**config.mk**
```make
export PLATFORM = sky130hd
export DESIGN_NAME = axi_light_rr_arbiter
export DESIGN_NICKNAME = d
export VERILOG_FILES = /design/src/rtl/axi_arb_pkg.sv /design/src/rtl/axi_light_rr_pick.sv /design/src/rtl/axi_light_rr_arbiter.sv
export SDC_FILE = /design/constraint.sdc
export NUM_CORES = 1
export LEC_CHECK = 0
export ABC_CLOCK_PERIOD_IN_PS = 3300
export CAP_MARGIN = 20
export CORE_AREA = 3 3 276 278
export DETAILED_ROUTE_END_ITERATION = 7
export DIE_AREA = 0 0 279 281
export REMOVE_ABC_BUFFERS = 1
export SLEW_MARGIN = 40
export SYNTH_ARGS = -nofsm -noshare
export SYNTH_HDL_FRONTEND = slang
export SYNTH_SLANG_ARGS = --single-unit
```
**constraint.sdc**
```tcl
create_clock -name clk -period 3.3 [get_ports clk]
set_input_delay 0.66 -clock clk [delete_from_list [all_inputs] [get_ports clk]]
set_output_delay 0.66 -clock clk [all_outputs]
set_load 0.005 [all_outputs]
```
**src/rtl/axi_arb_pkg.sv**
```systemverilog
// Shared types and helpers for the AXI-light round-robin arbiter.
package axi_arb_pkg;

    // Arbiter FSM states
    typedef enum logic [2:0] {
        IDLE    = 3'd0,
        WR      = 3'd1,
        WR_RESP = 3'd2,
        RD      = 3'd3,
        RD_RESP = 3'd4
    } state_t;

    localparam int DEF_NUM_MASTERS = 4;
    localparam int DEF_ADDR_WIDTH  = 32;
    localparam int DEF_DATA_WIDTH  = 32;

    // Index width for n requesters; never narrower than one bit
    function automatic int id_width(input int n);
        return (n < 2) ? 1 : $clog2(n);
    endfunction

endpackage

```
**src/rtl/axi_light_rr_pick.sv**
```systemverilog
// Combinational round-robin picker: first set request at or above the
// pointer, wrapping from NUM_MASTERS-1 back to 0.
module axi_light_rr_pick
    import axi_arb_pkg::*;
#(
    parameter int NUM_MASTERS = DEF_NUM_MASTERS,
    localparam int ID_W = id_width(NUM_MASTERS)
) (
    input  logic [NUM_MASTERS-1:0] i_req,
    input  logic [ID_W-1:0]        i_rr_ptr,
    output logic [ID_W-1:0]        o_winner,
    output logic                   o_found
);

    // Doubling the request vector turns the wrapped scan into a plain shift
    logic [2*NUM_MASTERS-1:0] w_req2;
    logic [2*NUM_MASTERS-1:0] w_rot;
    logic [ID_W:0]            w_pos;
    logic [ID_W:0]            w_sum;

    assign w_req2 = {i_req, i_req};
    assign w_rot  = w_req2 >> i_rr_ptr;

    // Lowest set bit of the rotated vector is the nearest requester
    always_comb begin
        w_pos   = '0;
        o_found = 1'b0;
        for (int i = NUM_MASTERS - 1; i >= 0; i--) begin
            if (w_rot[i]) begin
                w_pos   = (ID_W + 1)'(i);
                o_found = 1'b1;
            end
        end
    end

    // Map the offset back to an absolute index, modulo NUM_MASTERS
    always_comb begin
        w_sum = {1'b0, i_rr_ptr} + w_pos;
        if (w_sum >= (ID_W + 1)'(NUM_MASTERS)) begin
            w_sum = w_sum - (ID_W + 1)'(NUM_MASTERS);
        end
        o_winner = w_sum[ID_W-1:0];
    end

endmodule

```
**src/rtl/axi_light_rr_arbiter.sv**
```systemverilog
// Round-robin arbiter sharing one AXI-light slave port among NUM_MASTERS
// masters, one transaction in flight. Optional per-master response
// counters are built when AXI_ARB_PERF_EN is defined.
//
// Handshake rule: a transfer on any channel happens on a rising clk edge
// where both valid and ready are high; a granted master's valid is routed
// to the shared side and the shared ready back to that master only.
module axi_light_rr_arbiter
    import axi_arb_pkg::*;
#(
    parameter int NUM_MASTERS = DEF_NUM_MASTERS,
    parameter int ADDR_WIDTH  = DEF_ADDR_WIDTH,
    parameter int DATA_WIDTH  = DEF_DATA_WIDTH,
    localparam int ID_W   = id_width(NUM_MASTERS),
    localparam int STRB_W = DATA_WIDTH / 8
) (
    input  logic                              clk,
    input  logic                              res_n,
    // per-master side
    input  logic [NUM_MASTERS-1:0]            s_aw_valid,
    input  logic [NUM_MASTERS*ADDR_WIDTH-1:0] s_aw_addr,
    output logic [NUM_MASTERS-1:0]            s_aw_ready,
    input  logic [NUM_MASTERS-1:0]            s_w_valid,
    input  logic [NUM_MASTERS*DATA_WIDTH-1:0] s_w_data,
    input  logic [NUM_MASTERS*STRB_W-1:0]     s_w_strb,
    output logic [NUM_MASTERS-1:0]            s_w_ready,
    output logic [NUM_MASTERS-1:0]            s_b_valid,
    input  logic [NUM_MASTERS-1:0]            s_b_ready,
    input  logic [NUM_MASTERS-1:0]            s_ar_valid,
    input  logic [NUM_MASTERS*ADDR_WIDTH-1:0] s_ar_addr,
    output logic [NUM_MASTERS-1:0]            s_ar_ready,
    output logic [NUM_MASTERS-1:0]            s_r_valid,
    output logic [NUM_MASTERS*DATA_WIDTH-1:0] s_r_data,
    input  logic [NUM_MASTERS-1:0]            s_r_ready,
    // shared slave side
    output logic                              m_aw_valid,
    output logic [ADDR_WIDTH-1:0]             m_aw_addr,
    input  logic                              m_aw_ready,
    output logic                              m_w_valid,
    output logic [DATA_WIDTH-1:0]             m_w_data,
    output logic [STRB_W-1:0]                 m_w_strb,
    input  logic                              m_w_ready,
    input  logic                              m_b_valid,
    output logic                              m_b_ready,
    output logic                              m_ar_valid,
    output logic [ADDR_WIDTH-1:0]             m_ar_addr,
    input  logic                              m_ar_ready,
    input  logic                              m_r_valid,
    input  logic [DATA_WIDTH-1:0]             m_r_data,
    output logic                              m_r_ready,
    // status and debug
    output logic [ID_W-1:0]                   grant_id,
    output logic                              busy,
    output state_t                            dbg_state,
    output logic [ID_W-1:0]                   dbg_rr_ptr
`ifdef AXI_ARB_PERF_EN
    ,
    output logic [NUM_MASTERS*32-1:0]         grant_cnt
`endif
);

    state_t                 r_state;
    logic [ID_W-1:0]        r_grant_id;
    logic [ID_W-1:0]        r_rr_ptr;
    logic                   r_busy;
    logic                   r_aw_done;
    logic                   r_w_done;

    logic [NUM_MASTERS-1:0] w_wr_req;
    logic [NUM_MASTERS-1:0] w_req;
    logic [ID_W-1:0]        w_winner;
    logic                   w_found;
    logic [ID_W-1:0]        w_next_ptr;

    logic                   w_g_aw_valid;
    logic                   w_g_w_valid;
    logic                   w_g_b_ready;
    logic                   w_g_ar_valid;
    logic                   w_g_r_ready;
    logic                   w_aw_hs;
    logic                   w_w_hs;
    logic                   w_b_hs;
    logic                   w_ar_hs;
    logic                   w_r_hs;

    assign w_wr_req = s_aw_valid & s_w_valid;
    assign w_req    = w_wr_req | s_ar_valid;

    axi_light_rr_pick #(
        .NUM_MASTERS (NUM_MASTERS)
    ) u_pick (
        .i_req    (w_req),
        .i_rr_ptr (r_rr_ptr),
        .o_winner (w_winner),
        .o_found  (w_found)
    );

    // Controls from the granted master only
    assign w_g_aw_valid = s_aw_valid[r_grant_id];
    assign w_g_w_valid  = s_w_valid[r_grant_id];
    assign w_g_b_ready  = s_b_ready[r_grant_id];
    assign w_g_ar_valid = s_ar_valid[r_grant_id];
    assign w_g_r_ready  = s_r_ready[r_grant_id];

    assign w_aw_hs = (r_state == WR) && w_g_aw_valid && !r_aw_done && m_aw_ready;
    assign w_w_hs  = (r_state == WR) && w_g_w_valid && !r_w_done && m_w_ready;
    assign w_b_hs  = (r_state == WR_RESP) && m_b_valid && w_g_b_ready;
    assign w_ar_hs = (r_state == RD) && w_g_ar_valid && m_ar_ready;
    assign w_r_hs  = (r_state == RD_RESP) && m_r_valid && w_g_r_ready;

    assign w_next_ptr = (r_grant_id == ID_W'(NUM_MASTERS - 1)) ? '0 : r_grant_id + 1'b1;

    assign grant_id   = r_grant_id;
    assign busy       = r_busy;
    assign dbg_state  = r_state;
    assign dbg_rr_ptr = r_rr_ptr;

    // Channel routing: only the locked master sees anything, and only in
    // the phase that owns the channel
    always_comb begin
        m_aw_valid = 1'b0;
        m_aw_addr  = '0;
        m_w_valid  = 1'b0;
        m_w_data   = '0;
        m_w_strb   = '0;
        m_b_ready  = 1'b0;
        m_ar_valid = 1'b0;
        m_ar_addr  = '0;
        m_r_ready  = 1'b0;
        s_aw_ready = '0;
        s_w_ready  = '0;
        s_b_valid  = '0;
        s_ar_ready = '0;
        s_r_valid  = '0;
        s_r_data   = '0;
        case (r_state)
            WR: begin
                m_aw_valid             = w_g_aw_valid && !r_aw_done;
                m_aw_addr              = s_aw_addr[r_grant_id*ADDR_WIDTH +: ADDR_WIDTH];
                m_w_valid              = w_g_w_valid && !r_w_done;
                m_w_data               = s_w_data[r_grant_id*DATA_WIDTH +: DATA_WIDTH];
                m_w_strb               = s_w_strb[r_grant_id*STRB_W +: STRB_W];
                s_aw_ready[r_grant_id] = m_aw_ready && !r_aw_done;
                s_w_ready[r_grant_id]  = m_w_ready && !r_w_done;
            end
            WR_RESP: begin
                s_b_valid[r_grant_id] = m_b_valid;
                m_b_ready             = w_g_b_ready;
            end
            RD: begin
                m_ar_valid             = w_g_ar_valid;
                m_ar_addr              = s_ar_addr[r_grant_id*ADDR_WIDTH +: ADDR_WIDTH];
                s_ar_ready[r_grant_id] = m_ar_ready;
            end
            RD_RESP: begin
                s_r_valid[r_grant_id]                          = m_r_valid;
                s_r_data[r_grant_id*DATA_WIDTH +: DATA_WIDTH]  = m_r_data;
                m_r_ready                                      = w_g_r_ready;
            end
            default: begin
            end
        endcase
    end

    // Grant FSM: lock a master in IDLE, release it on its response handshake
    always_ff @(posedge clk or negedge res_n) begin
        if (!res_n) begin
            r_state    <= IDLE;
            r_grant_id <= '0;
            r_rr_ptr   <= '0;
            r_busy     <= 1'b0;
            r_aw_done  <= 1'b0;
            r_w_done   <= 1'b0;
        end else begin
            case (r_state)
                IDLE: begin
                    if (w_found) begin
                        r_grant_id <= w_winner;
                        r_busy     <= 1'b1;
                        r_state    <= w_wr_req[w_winner] ? WR : RD;
                    end
                end
                WR: begin
                    if (w_aw_hs) r_aw_done <= 1'b1;
                    if (w_w_hs)  r_w_done  <= 1'b1;
                    if ((r_aw_done || w_aw_hs) && (r_w_done || w_w_hs)) begin
                        r_state <= WR_RESP;
                    end
                end
                WR_RESP: begin
                    if (w_b_hs) begin
                        r_aw_done <= 1'b0;
                        r_w_done  <= 1'b0;
                        r_rr_ptr  <= w_next_ptr;
                        r_busy    <= 1'b0;
                        r_state   <= IDLE;
                    end
                end
                RD: begin
                    if (w_ar_hs) r_state <= RD_RESP;
                end
                RD_RESP: begin
                    if (w_r_hs) begin
                        r_rr_ptr <= w_next_ptr;
                        r_busy   <= 1'b0;
                        r_state  <= IDLE;
                    end
                end
                default: begin
                    r_state <= IDLE;
                end
            endcase
        end
    end

`ifdef AXI_ARB_PERF_EN
    logic [NUM_MASTERS*32-1:0] r_grant_cnt;

    assign grant_cnt = r_grant_cnt;

    // Count completed transactions per master (wrapping)
    always_ff @(posedge clk or negedge res_n) begin
        if (!res_n) begin
            r_grant_cnt <= '0;
        end else if (w_b_hs || w_r_hs) begin
            r_grant_cnt[r_grant_id*32 +: 32] <= r_grant_cnt[r_grant_id*32 +: 32] + 32'd1;
        end
    end
`endif

endmodule
```
==> flow_summary.yaml, run 1 <==
critical_path:
  crit_type: "reg2out"
  cp-start-kind: "register"
  crit_arrival_ns: 2.59
  end_kind: "primary output"
  required_ns: 2.64
  path_max_fanout: 24
layout:
  utilization: 0.188
  instances_no_fill: 2199
  drive_gt1_frac: 0.143
  final_nets: 1691
  area_delta_synth_final_pct: 179
pwr:
  leakage_nw: 4.85
  clockPowerShare: 0.036
  p_sw_frac: 0.430
  vdd_ir_drop_max_uv: 398
  switchingPower_mw: 2.89
  powerDensity_nw_per_um2: 480
  power.share.combinational: 0.921
  p_int_mw: 3.83
  power_frac_seq: 0.043
sta:
  fin_skew_ns: 0.00159
  setup_viol: 0
  fin_crit_ns: 3.25
  totalNegativeSetupSlack_ns: 0
  slew_headroom: 0.581
  finalHoldViolations: 0
  rsz0062_at_grt: "yes"
  min_period_over_period: 0.983
  maxSlewViolCount: 0
  worst_slack_ns: 0.0545
  tightestPinTransition_ns: 0.629
  fin_hold_ws_ns: 0.531
  fmax_mhz: 308
logic_synthesis:
  yosysSeqAreaShare: 0.0499
  ys_types: 39
  syn_area_um2: 5020
  synth-edff-count: 0
  yosys_register_bits: 10
  syn_inst: 511
  synth_ff_type: "dfrtp_1"
  synth.area.top_cells: "mux4_2 47%, and2_1 21%, nor2b_1 8.6%, dfrtp_1 5.0%, clkbuf_1 2.6%"
  async_reset_ff_frac: 1.00
  yosys_warnings: 0
  synthTopCellsByCount: "171 x and2_1, 105 x mux4_2, 69 x nor2b_1, 35 x clkbuf_1"
  synth_top_cell_area_share: 0.471
  yosysTopAreaCell: "mux4_2"
  synth_most_common_cell: "and2_1"
  avgSynthCellArea_um2: 9.82
clock_tree:
  cts_max_level: 1
  clk_pin_slew_worst_paths_ns: 0.04
  clock-sinks: 10
  root_buffer: "clkbuf_16"
  cts_tree: "done"
  insertion_delay_ns: 0.24
  cts_hold_buffers: 0
  cts_buffers: 3
  clk_path_buf_depth: 2
global_routing:
  grt_max_degree: 71
  grt_use_total: 0.123
  grt_pass1_vias: 8455
  antenna_found_initial: 14
  grt_pass1_wl_um: 67800
  grt_overflow: 0
routing:
  drc: 0
  wl_per_cell_um: 23.8
  num_vias: 7647
  routed_wirelength_um: 52300
  vias_per_cell: 3.48
  drt_iter0_markers: 272
  ant_nets: 0
  first_pass_iters: 4
floorplan:
  die_area_um2: 78400
  fp.dieH_um: 281
  rows: 100
  initial_core_util: 0.0676
  dieWidth_um: 279
  num_io_pins: 720
  core-area_um2: 74200
placed_design:
  placed_cells: 2182
  port_buffers: 719
  hpwlAfterDp_um: 45200
  dp_slack_ns: 0.0145
  gp_congestion: 0.864
hold_path:
  hold_class: "reg2reg"
run_status:
  status: "finished, final reports clean"
job:
  maxCapViolCount: 0
-- path summary, 6_finish.rpt --
kind                             start      endpoint  cells after the start  slack, ns
max                        grant_id[0]  s_r_data[68]                      7       0.05
max reg2reg                grant_id[0]  dbg_state[1]                      8       0.68
min reg2reg                       busy          busy                      2       0.53
max in group asynchronous        res_n   grant_id[1]                      1       2.09
min in group asynchronous        res_n          busy                      1       0.79
min                               busy          busy                      2       0.53
-- through the flow --
| stage | area, um^2 | total power, mW |
|---|---|---|
| finish | 14000 | 6.71 |
| CTS | 13800 | 6.82 |
| floorplan | 4810 | 3.12 |
| detailed placement | 13700 | 6.42 |
| global route | 14000 | 7.27 |
| global placement | 13700 | 6.40 |
-- power by group through the flow --
stage | sequential (mW) | clock, mW | combinational [mW]
2_1_floorplan | 0.658 | 0 | 2.46
3_3_place_gp | 0.275 | 0 | 6.13
3_5_place_dp | 0.274 | 0 | 6.15
4_1_cts | 0.283 | 0.246 | 6.29
5_1_grt | 0.297 | 0.256 | 6.71
6_report | 0.286 | 0.241 | 6.19
-- area by class of cell --
class | instances | area [um^2]
fillers | 8134 | 60200
well taps | 969 | 1210
diodes | 6 | 15.0
repair buffers | 758 | 7760
clock buffers | 4 | 88.8
inverters | 4 | 18.8
multi-input cells | 448 | 4630
flip-flops and latches | 10 | 258
-- flip-flops by register name, summed over array words and instances, names as in the netlist --
name and flops:
busy 1, grant_id 2, dbg_state 3, dbg_rr_ptr 2
r_aw_done 1, r_w_done 1
-- critical path: stages (launching register included) --
cell and delay [ns]:
dfrtp_4 0.51, buf_4 0.15, bufbuf_16 0.32, nor4_4 0.27, buf_4 0.19, clkbuf_16 0.19
and2_1 0.15, clkdlybuf4s50_1 0.54
-- logic make-up after synthesis --
logic type	Yosys count	share of synthesized area
compound gates	36	0.0509
fa+ha+maj	7	0.0175
xor+xnor	2	0.00349
mux	105	0.471
flops	10	0.0499
buf+inv	53	0.0444
simple gates	298	0.363
-- routing by layer --
layer,share of wire,vias up,GRT usage,wire (um)
li1,-,3346,-,-
met1,0.37,3771,0.136,19600
met2,0.51,501,0.226,26800
met3,0.10,25,0.0474,5450
met4,0.0088,4,0.0186,459
met5,0.00038,-,0,20
-- layout by cell type (no fill, tap or decap), drive strengths merged, types with 7 or more instances in the layout --
| master | netlist | final |
|---|---|---|
| nor2 | 10 | 10 |
| nand2 | 13 | 13 |
| buf | 14 | 45 |
| mux4 | 105 | 105 |
| dfrtp | 10 | 10 |
| a21oi | 8 | 8 |
| clkdlybuf4s50 | 0 | 706 |
| nor2b | 69 | 69 |
| ha | 7 | 7 |
| and2 | 171 | 171 |
| and3 | 13 | 13 |
-- timing repair --
| action | in CTS | in global routing |
|---|---|---|
| setup buffers | 0 | 4 |
| setup endpoints to repair | 24 | 94 |
| gates resized for setup | 4 | 15 |
| pin swaps | 0 | 2 |
| cloned | 1 | 2 |
Note: power is estimated with default switching activity, not from simulation.
==> run 2, diff against run 1 <==
--- a/config.mk
+++ b/config.mk
@@ -10,6 +10,7 @@
 export CORE_AREA = 3 3 276 278
 export DETAILED_ROUTE_END_ITERATION = 7
 export DIE_AREA = 0 0 279 281
+export MAX_ROUTING_LAYER = met4
 export REMOVE_ABC_BUFFERS = 1
 export SLEW_MARGIN = 40
 export SYNTH_ARGS = -nofsm -noshare
==> run 2 against run 1 <==
Net effect: worst hold slack got worse by 0.018 ns; clock power decreased by 9.5%; fmax about the same; first-iteration DRC count up 3.3%; power shrank 4.3%; die area stayed put; non-clock buffer count shrank 6; sequential cell count unchanged; sequential power decreased by 3%; combinational power down 4.2%; largest power group unchanged; highest routed layer is now met4.
==> flow_summary.yaml, run 2 (synthesized netlist as in run 1, its figures left out) <==
critical_path:
  critical_path.cell_chain: "inv_1 > ha_1 > nor4_2 > buf_12 > and2_1 > clkdlybuf4s50_1"
  slowest_stage: "clkdlybuf4s50_1"
  crit_type: "reg2out"
  slowest_delay_ns: 0.51
  crit_arrival_ns: 2.58
  ff2ff_setup_slack_ns: 0.43
  cp-start-kind: "register"
  r2r-end: "dbg_state[1]"
  required_ns: 2.64
  reg2reg_depth: 8
  end_kind: "primary output"
  cp_top_family: "buffers and inverters"
  path_max_fanout: 32
  path_buf_inv: 3
  critPathLaunch: "grant_id[0]"
  r2r_start: "grant_id[1]"
floorplan:
  die_area_um2: 78400
  rows: 100
  num_io_pins: 720
  dieWidth_um: 279
  fp.dieH_um: 281
  core-area_um2: 74200
  initial_core_util: 0.0676
hold_path:
  hold_class: "reg2reg"
  worstHoldStart: "busy"
  min_delay_path_depth: 2
  holdPathEnd: "busy"
layout:
  stdcell_area_um2: 13800
  utilization: 0.186
  final_nets: 1685
  area_delta_synth_final_pct: 175
  largest_reg_flops: 3
  layout_commonest_cell: "clkdlybuf4s50_1"
  final_cell_mix: "710 x clkdlybuf4s50_1, 171 x and2_1, 105 x mux4_2"
  drive_gt1_frac: 0.134
placed_design:
  hpwlAfterDp_um: 44900
  dp_slack_ns: -0.161
  port_buffers: 719
  gp_congestion: 0.835
  dpl_cell_area_um2: 13700
sta:
  totalNegativeSetupSlack_ns: 0
  fin_crit_ns: 3.24
  fin_hold_ws_ns: 0.513
  setup_viol: 0
  slew_headroom: 0.576
  tightestPinTransition_ns: 0.636
  min_period_over_period: 0.983
  finalHoldViolations: 0
  worst_slack_ns: 0.0557
  fin_skew_ns: 0.000647
  fmax_mhz: 308
  rsz0062_at_grt: "yes"
  maxSlewViolCount: 0
clock_tree:
  cts_tree: "done"
  clock-sinks: 10
  cts_buffers: 3
  cts_max_level: 1
  insertion_delay_ns: 0.24
  post-cts-setup-buffers: 0
  clk_path_buf_depth: 2
  root_buffer: "clkbuf_16"
  clk_pin_slew_worst_paths_ns: 0.04
routing:
  routed_wirelength_um: 50400
  drc: 0
  first_pass_iters: 5
  wl_per_cell_um: 22.9
  ant_nets: 0
  num_vias: 7538
  drt_iter0_markers: 281
  vias_per_cell: 3.43
pwr:
  leakage_nw: 4.70
  powerDensity_nw_per_um2: 465
  vdd_ir_drop_max_uv: 328
global_routing:
  grt_overflow: 0
  grt_max_degree: 71
  antenna_found_initial: 18
  grt_pass1_wl_um: 66300
  grt_pass1_vias: 8440
  grt_use_total: 0.124
job:
  maxCapViolCount: 0
run_status:
  status: "finished, final reports clean"
==> run 2: worst max path at each step <==
stage                          to  slack, ns  depth (start not counted)
floorplan           s_r_data[100]      -4.50                          4
CTS                  s_r_data[88]     -0.006                          5
finish              s_r_data[103]       0.06                          6
detailed placement   dbg_state[1]      -0.16                         11
global route        s_r_data[103]      -0.06                          6
global placement     dbg_state[1]      -0.05                         11
==> run 2: power by group <==
group | internal [mW] | switching [mW]
Sequential | 0.193 | 0.0824
Combinational | 3.31 | 2.62
Clock | 0.158 | 0.0601
==> run 2: through the flow <==
step / power (mW) / cells
detailed placement: 6.38 / 2183
CTS: 6.64 / 2186
global route: 6.96 / 2192
floorplan: 3.12 / 462
global placement: 6.37 / 2183
finish: 6.42 / 2200
==> run 2: area by class of cell <==
| class | count | area, um^2 |
|---|---|---|
| fillers | 8130 | 60400 |
| repair buffers | 752 | 7610 |
| multi-input cells | 448 | 4590 |
| well taps | 969 | 1210 |
| flip-flops and latches | 10 | 258 |
| clock buffers | 3 | 75.1 |
| diodes | 14 | 35.0 |
| inverters | 4 | 15.0 |
==> run 2: per-layer routing <==
metal	share of wire	routed length, um	vias up	track usage
li1	-	-	3341	-
met1	0.37	18800	3651	0.135
met2	0.50	25400	510	0.220
met3	0.10	5270	36	0.0429
met4	0.017	842	0	0.0230
met5	0	0	-	-
==> run 2: worst reg2reg max path, stage by stage, from the launching register on <==
cell	delay, ns
dfrtp_4	0.43
buf_12	0.28
buf_12	0.33
mux4_2	0.46
nand2_1	0.11
a21oi_1	0.39
o211ai_1	0.17
or3_1	0.33
o31ai_1	0.27
==> run 2: timing repair <==
item	in CTS	in global routing
endpoints found under the hold margin	0	0
endpoints found under the setup margin	1	89
gates resized for setup	0	6
hold buffers	0	0
